**src/rtl/matrix_link_rx.sv**
```systemverilog
// -----------------------------------------------------------------------------
// matrix_link_rx
//   Receiver for the matrix transmitter link. Two independent serial paths
//   arrive on asynchronous lines and are oversampled on clk:
//     * a multi-lane SPI path (spi_clk + CHANNEL_NUMBER MOSI lanes) that
//       carries BYTES_PER_MATRIX words per lane per frame;
//     * a shift-register/latch path (ser_clk, ser_data, ser_stcp) that
//       delivers column words. A latched column with LSB set marks the start
//       of a new frame.
//
//   Every link line goes through a 2-flop synchronizer. Link clocks get one
//   more register for edge detection, so a raw edge is acted on at the third
//   clk edge after it; results are presented one clk after that.
//
// Ports
//   clk, rst       : system clock, asynchronous active-high reset
//   spi_clk        : SPI bit clock (rising edge samples MOSI)
//   spi_mosi       : one data line per lane
//   ser_clk        : column shift clock (rising edge shifts ser_data in)
//   ser_data       : column serial data
//   ser_stcp       : column storage strobe (rising edge latches column)
//   ser_n_enable   : transmitter output enable, active low
//   data_out       : received words, lane i at [i*SPI_SIZE +: SPI_SIZE]
//   data_valid     : one-cycle pulse, data_out/byte_index updated
//   byte_index     : index of the word on data_out within the frame
//   frame_start    : one-cycle pulse, latched column carried the start bit
//   frame_done     : one-cycle pulse together with the last word of a frame
//   col_valid      : one-cycle pulse, col_data updated
//   col_data       : last latched column word
//   link_err       : sticky error (word timeout or frame overrun)
//   out_enabled    : synchronized, inverted ser_n_enable
// -----------------------------------------------------------------------------
// Word receiver states
//   state | meaning
//   IDLE  | bit counter at 0, waiting for the first bit of a word
//   RECV  | partial word held, idle timer running
// -----------------------------------------------------------------------------
module matrix_link_rx #(
  parameter int CHANNEL_NUMBER   = 3,
  parameter int SPI_SIZE         = 8,
  parameter int MSB_FIRST        = 1,
  parameter int BYTES_PER_MATRIX = 384,
  parameter int COL_BITS         = 8,
  parameter int IDLE_TIMEOUT     = 1024
) (
  input  logic                                   clk,
  input  logic                                   rst,
  input  logic                                   spi_clk,
  input  logic [CHANNEL_NUMBER-1:0]              spi_mosi,
  input  logic                                   ser_clk,
  input  logic                                   ser_data,
  input  logic                                   ser_stcp,
  input  logic                                   ser_n_enable,
  output logic [CHANNEL_NUMBER*SPI_SIZE-1:0]     data_out,
  output logic                                   data_valid,
  output logic [$clog2(BYTES_PER_MATRIX+1)-1:0]  byte_index,
  output logic                                   frame_start,
  output logic                                   frame_done,
  output logic                                   col_valid,
  output logic [COL_BITS-1:0]                    col_data,
  output logic                                   link_err,
  output logic                                   out_enabled
);

  localparam int IDX_W  = $clog2(BYTES_PER_MATRIX + 1);
  localparam int BIT_W  = $clog2(SPI_SIZE + 1);
  localparam int TMR_W  = $clog2(IDLE_TIMEOUT + 1);
  localparam int LANE_W = CHANNEL_NUMBER * SPI_SIZE;
  localparam int NS     = CHANNEL_NUMBER + 5;

  localparam logic [IDX_W-1:0] LAST_WORD = IDX_W'(BYTES_PER_MATRIX - 1);
  localparam logic [BIT_W-1:0] LAST_BIT  = BIT_W'(SPI_SIZE - 1);
  localparam logic [TMR_W-1:0] TMR_LOAD  = TMR_W'(IDLE_TIMEOUT - 1);

  typedef enum logic {IDLE, RECV} state_t;

  // ---------------------------------------------------------------------------
  // Synchronizers. Bit map of the packed vector:
  //   0            : spi_clk
  //   CN:1         : spi_mosi
  //   CN+1         : ser_clk
  //   CN+2         : ser_data
  //   CN+3         : ser_stcp
  //   CN+4         : ser_n_enable
  // ---------------------------------------------------------------------------
  logic [NS-1:0]             raw;
  logic [NS-1:0]             sync1;
  logic [NS-1:0]             sync2;
  logic [2:0]                edge_q;
  logic                      spi_s;
  logic                      ser_clk_s;
  logic                      ser_data_s;
  logic                      stcp_s;
  logic                      nen_s;
  logic [CHANNEL_NUMBER-1:0] mosi_s;
  logic                      spi_rise;
  logic                      ser_rise;
  logic                      stcp_rise;

  assign raw = {ser_n_enable, ser_stcp, ser_data, ser_clk, spi_mosi, spi_clk};

  always_ff @(posedge clk or posedge rst) begin
    if (rst) begin
      sync1  <= '0;
      sync2  <= '0;
      edge_q <= '0;
    end else begin
      sync1  <= raw;
      sync2  <= sync1;
      edge_q <= {stcp_s, ser_clk_s, spi_s};
    end
  end

  assign spi_s      = sync2[0];
  assign mosi_s     = sync2[CHANNEL_NUMBER:1];
  assign ser_clk_s  = sync2[CHANNEL_NUMBER+1];
  assign ser_data_s = sync2[CHANNEL_NUMBER+2];
  assign stcp_s     = sync2[CHANNEL_NUMBER+3];
  assign nen_s      = sync2[CHANNEL_NUMBER+4];

  // Data lines are taken from the same synchronizer depth as the clock level
  // that produced the edge, so they stay aligned with the sampling edge.
  assign spi_rise  = spi_s     & ~edge_q[0];
  assign ser_rise  = ser_clk_s & ~edge_q[1];
  assign stcp_rise = stcp_s    & ~edge_q[2];

  // ---------------------------------------------------------------------------
  // Receiver state and pipeline
  // ---------------------------------------------------------------------------
  state_t               state;
  logic [BIT_W-1:0]     bit_cnt;
  logic [IDX_W-1:0]     word_cnt;
  logic                 wrapped;      // frame_done seen, no frame_start since
  logic [TMR_W-1:0]     tmr;
  logic [LANE_W-1:0]    lane_sh;
  logic [COL_BITS-1:0]  col_sh;

  // Stage between the detected event and the registered outputs.
  logic                 pend_valid;
  logic [LANE_W-1:0]    pend_data;
  logic [IDX_W-1:0]     pend_idx;
  logic                 pend_done;
  logic                 pend_err;
  logic                 pend_col;
  logic [COL_BITS-1:0]  pend_col_data;
  logic                 pend_fs;

  logic [LANE_W-1:0]    lane_next;
  logic                 wdone;
  logic                 fs_evt;
  logic                 timeout_now;
  logic                 overrun_now;

  always_comb begin
    lane_next = lane_sh;
    for (int i = 0; i < CHANNEL_NUMBER; i++) begin
      if (MSB_FIRST != 0)
        lane_next[i*SPI_SIZE +: SPI_SIZE] = {lane_sh[i*SPI_SIZE +: SPI_SIZE-1], mosi_s[i]};
      else
        lane_next[i*SPI_SIZE +: SPI_SIZE] = {mosi_s[i], lane_sh[i*SPI_SIZE+1 +: SPI_SIZE-1]};
    end
  end

  // The column register is latched before any same-cycle shift, so the start
  // bit is judged on the word that is actually copied to col_data.
  assign fs_evt      = stcp_rise & col_sh[0];
  assign wdone       = spi_rise & (bit_cnt == LAST_BIT);
  // A word completing in the same cycle as frame_start belongs to the new
  // frame, so it can never be an overrun.
  assign overrun_now = wdone & ~fs_evt & wrapped;
  assign timeout_now = (state == RECV) & ~spi_rise & ~fs_evt & (tmr == '0);

  always_ff @(posedge clk or posedge rst) begin
    if (rst) begin
      state         <= IDLE;
      bit_cnt       <= '0;
      word_cnt      <= '0;
      wrapped       <= 1'b0;
      tmr           <= '0;
      lane_sh       <= '0;
      col_sh        <= '0;
      pend_valid    <= 1'b0;
      pend_data     <= '0;
      pend_idx      <= '0;
      pend_done     <= 1'b0;
      pend_err      <= 1'b0;
      pend_col      <= 1'b0;
      pend_col_data <= '0;
      pend_fs       <= 1'b0;
      data_out      <= '0;
      data_valid    <= 1'b0;
      byte_index    <= '0;
      frame_start   <= 1'b0;
      frame_done    <= 1'b0;
      col_valid     <= 1'b0;
      col_data      <= '0;
      link_err      <= 1'b0;
      out_enabled   <= 1'b0;
    end else begin
      // -------- output stage --------
      data_valid  <= pend_valid;
      frame_done  <= pend_valid & pend_done;
      col_valid   <= pend_col;
      frame_start <= pend_col & pend_fs;
      out_enabled <= ~nen_s;
      if (pend_valid) begin
        data_out   <= pend_data;
        byte_index <= pend_idx;
      end
      if (pend_col)
        col_data <= pend_col_data;
      if (pend_col && pend_fs)
        link_err <= 1'b0;
      else if (pend_err)
        link_err <= 1'b1;

      // -------- column path --------
      pend_col <= stcp_rise;
      if (stcp_rise) begin
        pend_col_data <= col_sh;
        pend_fs       <= col_sh[0];
      end
      if (ser_rise)
        col_sh <= {col_sh[COL_BITS-2:0], ser_data_s};

      // -------- word path --------
      if (spi_rise)
        lane_sh <= lane_next;

      pend_valid <= wdone;
      pend_err   <= overrun_now | timeout_now;

      if (wdone) begin
        pend_data <= lane_next;
        if (fs_evt) begin
          pend_idx  <= '0;
          pend_done <= 1'b0;
          word_cnt  <= IDX_W'(1);
          wrapped   <= 1'b0;
        end else begin
          pend_idx  <= word_cnt;
          pend_done <= (word_cnt == LAST_WORD);
          if (word_cnt == LAST_WORD) begin
            word_cnt <= '0;
            wrapped  <= 1'b1;
          end else begin
            word_cnt <= word_cnt + IDX_W'(1);
          end
        end
      end else if (fs_evt) begin
        word_cnt <= '0;
        wrapped  <= 1'b0;
      end

      case (state)
        IDLE: begin
          if (spi_rise && !fs_evt && !wdone) begin
            bit_cnt <= bit_cnt + BIT_W'(1);
            tmr     <= TMR_LOAD;
            state   <= RECV;
          end else begin
            bit_cnt <= '0;
          end
        end
        RECV: begin
          if (wdone || fs_evt || timeout_now) begin
            bit_cnt <= '0;
            state   <= IDLE;
          end else if (spi_rise) begin
            bit_cnt <= bit_cnt + BIT_W'(1);
            tmr     <= TMR_LOAD;
          end else begin
            tmr <= tmr - TMR_W'(1);
          end
        end
        default: begin
          bit_cnt <= '0;
          state   <= IDLE;
        end
      endcase
    end
  end

endmodule

```
**config.mk**
```make
export PLATFORM = sky130hd
export DESIGN_NAME = matrix_link_rx
export DESIGN_NICKNAME = d
export VERILOG_FILES = /design/src/rtl/matrix_link_rx.sv
export SDC_FILE = /design/constraint.sdc
export NUM_CORES = 1
export LEC_CHECK = 0
export ABC_AREA = 0
export CAP_MARGIN = 20
export CORE_UTILIZATION = 40
export DETAILED_ROUTE_END_ITERATION = 12
export GPL_ROUTABILITY_DRIVEN = 0
export PLACE_DENSITY = 0.61
export SLEW_MARGIN = 20
export SYNTH_ARGS = -nofsm -noshare
export SYNTH_HDL_FRONTEND = slang
export SYNTH_SLANG_ARGS = --single-unit
```
**constraint.sdc**
```tcl
create_clock -name clk -period 6.2 [get_ports clk]
set_input_delay 1.55 -clock clk [delete_from_list [all_inputs] [get_ports clk]]
set_output_delay 1.55 -clock clk [all_outputs]
set_load 0.005 [all_outputs]
```
Word-level counts from Yosys, hierarchy flattened
Cells that the tools add are included.
{ "word_totals": {"ff_bits": 169, "in_bits": 10, "out_inout_bits": 47, "word_cells": 90} }
{ "op_classes": {"addsub": 3, "eq_ne": 5, "n_mux": 22, "bitwise_logic": 20, "reduce_logical": 13} }
{ "ops": {"columns": ["cell", "count"], "rows": [
  ["$mux W9", 4],
  ["$mux W11", 3],
  ["$pmux W11 S2", 1],
  ["$and A1 B1 Y1", 12],
  ["$mux W4", 3],
  ["$logic_not A11 Y1", 1],
  ["$sub A11 B1 Y11 const B", 1],
  ["$add A9 B1 Y9 const B", 1],
  ["$eq A9 B9 Y1 const B", 1],
  ["$mux W1", 9],
  ["$pmux W4 S2", 1],
  ["$not A1 Y1", 7],
  ["$reduce_bool A2 Y1", 3],
  ["$add A4 B1 Y4 const B", 1],
  ["$eq A4 B3 Y1 const B", 1],
  ["$ne A2 B2 Y1 const B", 2],
  ["$reduce_and A2 Y1", 2],
  ["$logic_and A1 B1 Y1", 3],
  ["$ne A3 B2 Y1 const B", 1],
  ["$logic_not A1 Y1", 2],
  ["$logic_or A1 B1 Y1", 2],
  ["$pmux W1 S2", 1],
  ["$or A1 B1 Y1", 1]
]} }

Logic depth before layout (Yosys ltp)
Gate-level depths: netlist (run 1).
{ "depth": {"ltp_word": 9, "ltp_mapped": 9} }

Worst setup path before layout (run 1)
No wires, ideal clock.
{ "synth_path": {"kind": "reg2reg", "from": "register tmr[0]", "to": "register tmr[9]", "setup_ps": 69, "arrival_time_ps": 1956, "path_slack_ps": 4175, "stages_incl_launch_ff": 8, "n_path_buf": 0, "period_less_slack_ps": 2025, "cell_sequence": "dfrtp_1 > inv_1 > ha_1 > or4b_1 > o41ai_4 > a2111o_1 > or4_2 > nand3_1"} }
{ "synth_via": {"elab_chain_cells": 5, "elab_cells_between_ends": 9, "cone_classes": "1 x add/sub; 1 x eq/ne; 3 x mux; 1 x bitwise; 3 x reduce/logical"} }
{ "synth_lines": {"columns": ["element", "line", "source"], "rows": [
  ["from (decl)", "134", "logic [TMR_W-1:0] tmr;"],
  ["from (signal assigned)", "273", "tmr <= tmr - TMR_W'(1);"],
  ["branches (longest 5 deep; another with $sub A11 B1 Y11)", null, null]
]} }
Parallel ways; which one is timed is not known. The select of a mux whose other input is x is not followed.
A chain may end at the register's enable or synchronous reset.

Final worst setup path (run 1)
{ "layout_path": {"from": "register data_out[6]", "to": "output port data_out[6]"} }
{ "layout_lines": {"columns": ["element", "line", "source"], "rows": [
  ["from (decl)", "54", "output logic [CHANNEL_NUMBER*SPI_SIZE-1:0] data_out,"],
  ["from (signal assigned)", "207", "data_out <= pend_data;"]
]} }
No word-level cell between the ends.

==> metrics.cfg, run 1 <==
[global_routing]
grt_max_degree = 94
grt_use_total_pct = 15.0
grt_pass1_wl_mm = 18.9
grt-ovfl-total = 0
grt_pass1_vias = 3964
antenna_found_initial = 0

[die]
die_y_um = 127
io_pins = 57
initial_core_util_pct = 41.2
die_x_um = 127
die_area_um2 = 16200
row_count = 45
core_region_area_um2 = 15300

[timing]
setup_viol = 0
tightest_slew_ns = 0.957
rsz0062_at_grt = no
relSlewSlack_pct = 36.2
setup_tns_ns = 0
fmax_mhz = 352
drv_slew = 0
fin_crit_ns = 2.84
whs_ns = 0.340
hold_violations = 0
min_period_over_period_pct = 45.8
skew_ns = 0.00903

[synthesis]
yosysSeqAreaShare_pct = 66.1
synth_nets = 506
syn_inst = 492
syn_area_um2 = 6280
synth.ff_latch_count = 166
synth.avg_cell_area_um2 = 12.8
synthTopCellsByArea = dfrtp_1 (66%), mux2_2 (14%), nand2_1 (6.2%)
yosys_most_used_dff = dfrtp_1
synth_top_cell_by_area = dfrtp_1
synth_top_area_share_pct = 66.1
synth_edf_count = 0
ys_types = 45
yosys_warnings = 0
yosysMostFrequentCell = dfrtp_1
synth_common_cells = dfrtp_1 (166), nand2_1 (104), mux2_2 (77)
async_flop_share_pct = 100

[setup_path]
worstPathCellList = clkdlybuf4s50_1
crit_slowest_cell = clkdlybuf4s50_1
crit_required_ns = 4.65
cp_top_family = buffers and inverters
critPathCaptureType = output port
slowest_delay_ns = 0.51
cp-start-kind = flip-flop
path_max_fanout = 2
crit_arrival_ns = 1.29
cp_num_buf_inv = 1
worstSetupPathType = flip-flop to output port

[power]
peakVddDrop_v = 0.000190
power.leakage_nw = 3.52
powerDensity_nw_per_um2 = 339

[detailed_routing]
drt-total-wl_mm = 10.7
dr_total_vias = 3748
avgRoutedWirePerCell_um = 13.8
drcViolationCount = 0
routed_via_density = 4.85
drtAntennaViolNets = 0
drt_pass1_iterations = 4
drt-initial-drc-count = 183

[clock_tree]
cts_max_path_buffers = 2
cts_tree = done
cts_resized = 0
clk_pin_slew_ns = 0.06
cts_root_buf = clkbuf_16
clk_latency_ns = 0.42
htreeDepth = 4
postCtsSetupBuffers = 0
holdBufCountCts = 0
cts.sinks = 166
cts_buffers = 17

[status]
status = complete, no violations

[final_layout]
n_antenna_cell = 0
num-nets-final = 563
drive_gt1_share_pct = 22.4
fillers = 1316
syn_to_final_growth_pct = 21.8

[placed_design]
numPortBuffers = 56
dp_hpwl_mm = 6.89

[flow_run]
max-cap-violations = 0

[min_path]
hold_class = flip-flop to flip-flop

-- layout by cell type (no fill, tap or decap), types with 3 or more instances in the layout --
| master | count |
|---|---|
| dfrtp_1 | 166 |
| nand2_1 | 104 |
| mux2_2 | 77 |
| clkdlybuf4s50_1 | 56 |
| o21ai_0 | 18 |
| clkbuf_16 | 17 |
| nor2_1 | 15 |
| nand3_1 | 12 |
| a21oi_1 | 9 |
| inv_1 | 6 |
| o31ai_1 | 4 |
| or3_2 | 4 |
| ha_1 | 4 |
| clkinv_4 | 4 |
| buf_4 | 4 |
| nand2b_1 | 3 |
| and2_1 | 3 |
| nand3b_1 | 3 |
| and3_1 | 3 |
| or4_1 | 3 |
| xor2_1 | 3 |
| xnor2_1 | 3 |
| or3_1 | 3 |
| clkbuf_8 | 3 |
| clkinv_2 | 3 |
-- path summary, 6_finish.rpt --
| kind | from | end | slack, ns | cells past startpoint |
|---|---|---|---|---|
| worst max-delay path | data_out[6]$_DFFE_PP0P_ | data_out[6] | 3.36 | 1 |
| worst min-delay path | sync1[5]$_DFF_PP0_ | sync2[5]$_DFF_PP0_ | 0.34 | 0 |
| worst max register to register | bit_cnt[0]$_DFFE_PP0P_ | word_cnt[8]$_DFF_PP0_ | 3.39 | 7 |
| worst min register to register | sync1[5]$_DFF_PP0_ | sync2[5]$_DFF_PP0_ | 0.34 | 0 |
| max in group asynchronous | rst | data_out[10]$_DFFE_PP0P_ | 3.49 | 3 |
| min in group asynchronous | rst | sync1[0]$_DFF_PP0_ | 1.67 | 2 |
-- layout make-up --
type	instances	area (um^2)	area share (%)
Sequential cell	166	4150	54.3
Clock inverter	11	125	1.64
Inverter	9	41.3	0.540
Timing Repair Buffer	60	591	7.72
Multi-Input combinational cell	295	2000	26.2
Clock buffer	21	470	6.15
Tap cell	211	264	3.45
-- power breakdown --
part	internal (mW)	switching, mW	leakage (nW)
sequential	1.22	0.0887	2.13
clock	0.625	0.412	0.289
combinational	0.155	0.0921	1.10
-- cell families after synthesis --
kind of cell	share of synthesized area, %
adders and majority gates	0.797
xor gates and xnor gates	0.837
DFF	66.1
AOI/OAI and AO/OA	4.04
buffers and inverters	2.01
muxes	14.0
and+or+nand+nor	12.2
-- registers in the layout, indices dropped and copies added (netlist names), 9 cells and up --
| name | cells |
|---|---|
| byte_index | 9 |
| data_out | 24 |
| lane_sh | 21 |
| pend_data | 24 |
| pend_idx | 9 |
| tmr | 11 |
| word_cnt | 9 |
-- worst register-to-register path, stage by stage (launching register included) --
cell and delay [ns]:
dfrtp_1 0.40, ha_1 0.19, nand4b_1 0.11, nand2b_2 0.65
inv_2 0.70, nand2_1 0.16, or3_1 0.34, mux2i_1 0.13
-- per-layer routing --
| metal | GRT usage (%) | vias up | routed length (um) |
|---|---|---|---|
| li1 | - | 1788 | - |
| met1 | 18.9 | 1881 | 4960 |
| met2 | 23.7 | 56 | 5050 |
| met3 | 3.89 | 23 | 348 |
| met4 | 8.61 | 0 | 320 |
| met5 | 0 | - | 0 |
-- stage by stage --
stage                     power, mW  worst slack [ns]  instances  instance area [um^2]  utilization, %
after global routing           2.72              3.07        773                  7650            50.1
after global placement         1.57              2.99        741                  7050            46.2
after CTS                      2.63              3.32        773                  7650            50.1
after detailed placement       1.59              2.95        741                  7050            46.2
after floorplan                1.48             0.160        492                  6280               -
final                          2.60              3.36        773                  7650            50.1
Note: power is estimated with default switching activity, not from simulation.
==> run 2: changes to the inputs <==
PLACE_DENSITY = 0.59   (was 0.61)
clock period = 2.7 ns   (was 6.2 ns; I/O delays follow)
==> metrics.cfg, run 2 (synthesized netlist as in run 1, its figures left out) <==
[setup_path]
crit_slowest_cell = or4b_1
cp-start-kind = flip-flop
worstPathCellList = inv_1 > ha_1 > or4b_1 > o41ai_4 > a21o_1 > nor2_1 > a22o_1
cp_num_buf_inv = 1  ; unchanged
crit_arrival_ns = 2.62  ; +1.33 ns
slowest_delay_ns = 0.50  ; about the same
crit_required_ns = 3.01  ; -1.64 ns
path_max_fanout = 12  ; +10
worstSetupPathType = flip-flop to flip-flop
critPathCaptureType = flip-flop
cp_top_family = compound AO/OA/AOI/OAI gates

[die]
die_y_um = 127  ; unchanged
io_pins = 57  ; unchanged
initial_core_util_pct = 41.2  ; unchanged
core_region_area_um2 = 15300  ; unchanged
die_x_um = 127  ; unchanged
die_area_um2 = 16200  ; unchanged
row_count = 45  ; unchanged

[clock_tree]
htreeDepth = 4  ; unchanged
cts_root_buf = clkbuf_16
cts.sinks = 166  ; unchanged
clk_pin_slew_ns = 0.06  ; about the same
postCtsSetupBuffers = 0  ; unchanged
cts_tree = done
cts_resized = 0  ; unchanged
holdBufCountCts = 0  ; unchanged
clk_latency_ns = 0.42  ; about the same
cts_buffers = 17  ; unchanged
cts_max_path_buffers = 2  ; unchanged

[final_layout]
final_cell_mix = dfrtp_1 (166), nand2_1 (104), mux2_2 (77)
final_area_um2 = 7660  ; +0.15%
utilization_pct = 50.2  ; +0.074 points
num-nets-final = 569  ; +1.1%
reg_top3 = data_out x24, pend_data x24, lane_sh x21
syn_to_final_growth_pct = 22.0
drive_gt1_share_pct = 22.9  ; +0.47 points
fillers = 1354  ; +2.9%
n_antenna_cell = 0  ; unchanged
final_common_cell = dfrtp_1
fin_cells = 779  ; +0.78%

[timing]
tightest_slew_ns = 0.489  ; -0.467 ns
setup_tns_ns = 0  ; unchanged
rsz0062_at_grt = no
fin_crit_ns = 2.31
drv_slew = 0  ; unchanged
skew_ns = 0.00751  ; -0.00152 ns
hold_violations = 0  ; unchanged
fmax_mhz = 433
min_period_over_period_pct = 85.5
setup_viol = 0  ; unchanged
relSlewSlack_pct = 67.4  ; +31 points

[detailed_routing]
drt_pass1_iterations = 5  ; +1
drt-total-wl_mm = 10.5  ; -1.4%
dr_total_vias = 3743  ; -0.13%
drtAntennaViolNets = 0  ; unchanged
avgRoutedWirePerCell_um = 13.5  ; -2.2%
drcViolationCount = 0  ; unchanged
drt-initial-drc-count = 213  ; +16%
routed_via_density = 4.80  ; -0.90%

[placed_design]
numPortBuffers = 56  ; unchanged
placed_area_um2 = 7120  ; +0.98%
dpl.cell_count = 747  ; +0.81%
dp_hpwl_mm = 6.67  ; -3.3%

[flow_run]
max-cap-violations = 0  ; unchanged

[global_routing]
grt_use_total_pct = 14.6  ; -0.43 points
grt_pass1_vias = 3710  ; -6.4%
grt-ovfl-total = 0  ; unchanged
antenna_found_initial = 0  ; unchanged
grt_max_degree = 91  ; -3.2%
grt_pass1_wl_mm = 18.4  ; -2.8%

[status]
status = complete, no violations

[min_path]
hold_class = flip-flop to flip-flop

[power]
peakVddDrop_v = 0.000422  ; +120%
power_mw = 5.76  ; +120%
powerDensity_nw_per_um2 = 752  ; +120%
power.leakage_nw = 3.53  ; +0.16%

## run 2: changes by cell type in the layout (fill, tap and decap cells not counted)
cell        previous run  this run
buf_4                  4         8
buf_12                 0         2
bufinv_16              2         0
clkbuf_1               1         3
clkbuf_8               3         2
clkinv_4               4         3
clkinvlp_4             2         3
inv_6                  1         2
## run 2: layout make-up
class                   count  area (um^2)  share of cell area, %
well taps                 211          264                   3.45
repair buffers             66          661                   8.62
clock buffers              22          464                   6.06
flip-flops and latches    166         4150                   54.2
multi-input cells         295         2000                   26.2
inverters                   9         40.0                  0.523
clock inverters            10         73.8                  0.964
## run 2: path summary, 6_finish.rpt
check                                   start                       end  slack (ns)  cells past startpoint
min reg2reg                sync1[5]$_DFF_PP0_        sync2[5]$_DFF_PP0_        0.35                      0
min in group asynchronous                 rst  pend_data[1]$_DFFE_PP0N_        0.74                      3
max in group asynchronous                 rst  data_out[21]$_DFFE_PP0P_        1.54                      3
min                        sync1[5]$_DFF_PP0_        sync2[5]$_DFF_PP0_        0.35                      0
max                        tmr[0]$_DFFE_PP0P_    bit_cnt[1]$_DFFE_PP0P_        0.39                      7
max reg2reg                tmr[0]$_DFFE_PP0P_    bit_cnt[1]$_DFFE_PP0P_        0.39                      7
## run 2: worst register-to-register path, stage by stage (launching register included)
cell	delay (ns)
dfrtp_1	0.41
inv_1	0.09
ha_1	0.14
or4b_1	0.50
o41ai_4	0.28
a21o_1	0.42
nor2_1	0.12
a22o_1	0.24
## run 2: where the power goes
part	total (mW)	internal [mW]	switching (mW)
combinational	0.570	0.361	0.209
sequential	3.01	2.81	0.197
clock	2.18	1.23	0.953
total	5.76	4.40	1.36
## run 2: layer usage
| metal | up-vias | track usage [%] | share of wire (%) |
|---|---|---|---|
| li1 | 1798 | - | - |
| met1 | 1873 | 19.4 | 48 |
| met2 | 54 | 22.3 | 47 |
| met3 | 18 | 4.10 | 3.2 |
| met4 | 0 | 6.65 | 1.9 |
| met5 | - | 0 | 0 |
## run 2: metrics by stage
stage          worst slack [ns]  hold slack [ns]
6_report                  0.392            0.350
5_1_grt                   0.294            0.353
4_1_cts                   0.404            0.351
3_5_place_dp              0.429            0.337
3_3_place_gp              0.473            0.332
2_1_floorplan           -0.0878            0.331
==> run 3: changes to the inputs <==
SLEW_MARGIN = unset   (was 20)
==> results of run 3 <==
No change in the layout: final DEF, timing and power equal those of run 2.
